**src/rtl/uart_sat_cnt.sv**
```systemverilog
// Saturating up-counter with synchronous clear that takes priority over inc.
module uart_sat_cnt #(
    parameter int CNT_WIDTH = 8
) (
    input  logic                 clk,
    input  logic                 rst,
    input  logic                 clr_i,
    input  logic                 inc_i,
    output logic [CNT_WIDTH-1:0] cnt_o
);
    logic [CNT_WIDTH-1:0] cnt_q;

    always_ff @(posedge clk or posedge rst) begin
        if (rst) begin
            cnt_q <= '0;
        end else if (clr_i) begin
            cnt_q <= '0;
        end else if (inc_i && (cnt_q != {CNT_WIDTH{1'b1}})) begin
            cnt_q <= cnt_q + CNT_WIDTH'(1);
        end
    end

    assign cnt_o = cnt_q;
endmodule

```
**config.mk**
```make
export PLATFORM = sky130hd
export DESIGN_NAME = uart_sat_cnt
export DESIGN_NICKNAME = d
export VERILOG_FILES = /design/src/rtl/uart_sat_cnt.sv
export SDC_FILE = /design/constraint.sdc
export NUM_CORES = 1
export LEC_CHECK = 0
export ABC_CLOCK_PERIOD_IN_PS = 1700
export BUFFER_PORTS_ARGS = -buffer_cell sky130_fd_sc_hd__buf_4
export CORE_AREA = 2 2 39 41
export DETAILED_ROUTE_END_ITERATION = 6
export DIE_AREA = 0 0 41 43
export PLACE_DENSITY_LB_ADDON = 0.15
export SLEW_MARGIN = 0
export SYNTH_ARGS = -nofsm -noshare
export SYNTH_HDL_FRONTEND = slang
export SYNTH_SLANG_ARGS = --single-unit
```
**constraint.sdc**
```tcl
create_clock -name clk -period 1.7 [get_ports clk]
set_input_delay 0.085 -clock clk [delete_from_list [all_inputs] [get_ports clk]]
set_output_delay 0.085 -clock clk [all_outputs]
set_load 0.01 [all_outputs]
```
==> reports/qor.csv <==
stage,metric,value,unit
run_status,status,"finished, final reports clean",
die,FP Rows,14,
sta,Slew headroom,78.46,%
logic_synthesis,Simple-Gate Fraction of Synth Area,23.82,%
clock_network,CTS Sinks,8,
finish,Final nets,70,
grt,largest net degree at the start of global routing,11,
power,leakage,0.3117,nW
grt,antenna violations before repair,0,
sta,Slew @ Worst Pin,0.3227,ns
setup_path,crit path DAT,1.70,ns
logic_synthesis,proportion of synthesized area in mux cells,13.90,%
logic_synthesis,largest family of logic cells by synthesized area,simple AND/OR/NAND/NOR gates,
clock_network,CTS tree,done,
sta,Final Setup Violations,0,
die,die height,43,um
place,Port-buffer cells,11,
detailed_routing,Routed Antenna Nets,0,
logic_synthesis,compound-cell area share of the yosys netlist,15.63,%
finish,most frequent cells in the layout,"buf_4, dfrtp_1",
detailed_routing,vias,402,
detailed_routing,First DRT Iteration DRCs,0,
setup_path,"Max stage delay cell, worst path",dfrtp_1,
setup_path,kind of critical path,flop to flop,
finish,share of layout cells above drive strength 1,38.10,%
logic_synthesis,"Seq/Total Area, Yosys",39.70,%
grt,vias in the first global route,373,
flow_run,max-cap viol count,0,
finish,max FFs per register,8,
setup_path,endpoint class of the critical path,flop,
power,Max VDD drop,0.3876,mV
sta,RSZ-0062 raised after global routing,false,
detailed_routing,final WL,998,um
finish,Area Overhead vs Synth,25.81,%
sta,setup TNS,0,ns
grt,GRT Overall Usage,14.68,%
clock_network,Bufs on Longest Clock Path,2,
power,pwr dens,614.4,mW/mm^2
logic_synthesis,XOR/XNOR Fraction of Synth Area,0,%
sta,Final Slew Violations,0,
grt,first-pass GRT wire length,1704,um
sta,fin crit share,92.05,%
clock_network,insertion delay to the later sink of the worst-skew pair,0.25,ns
detailed_routing,1st-pass router iterations,1,
setup_path,Worst Path Max Fanout,5,
detailed_routing,via density per instance,5.089,
logic_synthesis,Synth Warn #,0,
sta,Max Freq,0.6391,GHz
place,Post-DP HPWL,744.1,um
sta,final hold slack,0.09399,ns
sta,fin crit period,1.565,ns
logic_synthesis,synthesized area,504.2,sq um
logic_synthesis,Syn Nets,54,
die,num ports,12,
logic_synthesis,Synth Area in Adders,2.481,%
min_path,worst hold path class,input pin to flop,
sta,Worst Clk Skew,0.006114,ns
die,core area,0.001384,sq mm
die,DIE AREA,0.001763,sq mm
detailed_routing,per-cell routed wire length,12.63,um
finish,"most common cell after layout, fill and taps aside",buf_4,
clock_network,"CTS clk-pin slew, worst paths",0.06,ns
clock_network,CTS H-Tree Depth,1,
clock_network,Num CTS Buffers,3,
logic_synthesis,Mean Syn Cell Area,10.29,sq um
logic_synthesis,Netlist cell types,25,
logic_synthesis,Yosys reg bits,8,
detailed_routing,Remaining DRCs,0,
setup_path,max incr delay on CP,0.41,ns
sta,hold violation count in the final report,0,
clock_network,clock tree root driver cell,clkbuf_4,
place,GP Congestion,0.8000,
grt,gr ovfl total,0,
die,initial core utilization,36.44,%
finish,ANT cells,0,
die,die width,41,um
setup_path,Worst Setup Start Kind,flop,
setup_path,required time worst endpoint,1.84,ns
logic_synthesis,Gate Count Post-Synth,49,
setup_path,CP Cell Sequence,ha_2 -> and3_1 -> a211oi_2 -> mux2_4,
==> cell families (layout without fill, tap and decap cells) <==
family | after synthesis | after routing
simple gates | 22 | 22
compound gates | 9 | 9
flops | 8 | 8
mux | 5 | 5
buf+inv | 4 | 18
fa+ha+maj | 1 | 1
==> layer usage <==
layer,vias up,share of wire (%),track usage [%],wire (um)
met3,0,7.1,7.853,71
met1,188,49,21.12,488
met2,11,44,18.75,437
met5,-,0,0,0
met4,0,0,4.000,0
li1,203,-,-,-
==> area by class of cell <==
| type | count | area, sq um |
|---|---|---|
| sequential | 8 | 200.2 |
| tap | 16 | 20.02 |
| fill | 138 | 749.5 |
| multi-input combinational | 37 | 284.0 |
| inverter | 2 | 7.507 |
| clock buffer | 3 | 22.52 |
| timing repair buffer | 13 | 100.1 |
==> worst max-delay path: cells and delay by family (launching register included) <==
family / cells / cell delay (ns)
AND/OR/NAND/NOR: 1 / 0.23
AO/OA/AOI/OAI: 1 / 0.26
multiplexers: 1 / 0.32
adder cells (fa/ha/maj): 1 / 0.23
flip-flops: 1 / 0.41
==> through the flow <==
stage / cells / worst slack [ns] / cell area [sq um] / power [W] / util [%]
floorplan: 49 / 0.1120 / 504.2 / 0.0002278 / -
global placement: 75 / 0.1223 / 599.3 / 0.0002458 / 43.31
detailed placement: 75 / 0.1027 / 599.3 / 0.0002463 / 43.31
CTS: 79 / 0.08266 / 631.9 / 0.0003977 / 45.66
global route: 79 / 0.03805 / 634.4 / 0.0004143 / 45.84
finish: 79 / 0.1352 / 634.4 / 0.0003897 / 45.84
==> synthesized netlist by cell type, drive strengths merged <==
cell type  n  share of area (%)
ha         1                2.5
and3       1                1.2
clkbuf     1               0.74
nand4b     1                1.7
a21boi     1                2.2
mux2       4                 12
nand2b     1                1.2
o21bai     1                1.5
a21oi      4                5.5
and4       1                1.7
nor3       1               0.99
nor2       4                3.0
nand3      2                2.0
dfrtp      8                 40
nand4      2                2.5
a211oi     1                2.5
inv        2                1.5
nor2b      4                5.0
mux2i      1                2.0
o311a      1                2.0
buf        1                2.2
o211a      1                2.0
nand2      4                3.0
and2b      1                1.5
==> worst paths after layout <==
kind / end / cells past startpoint / slack [ns] / from
worst max-delay path: cnt_o[5] / 4 / 0.14 / cnt_o[0]
worst max register to register: cnt_o[5] / 4 / 0.14 / cnt_o[0]
worst min-delay path: cnt_o[2] / 2 / 0.09 / clr_i
max in group asynchronous: cnt_o[7] / 3 / 1.10 / rst
worst min register to register: cnt_o[1] / 2 / 0.58 / cnt_o[1]
min in group asynchronous: cnt_o[3] / 3 / 0.35 / rst
==> power breakdown <==
part           internal, W  switching, W
logic            0.0000225     0.0000218
registers         0.000195    0.00000557
clock network    0.0000807     0.0000639
==> repair_timing <==
| action | in CTS | in global routing |
|---|---|---|
| hold endpoints to repair | 8 | 0 |
| hold buffers | 1 | 0 |
| buffers inserted | 0 | 0 |
| setup endpoints to repair | 0 | 1 |
| resized for setup | 0 | 1 |
Power figures use the tool's default switching activity.
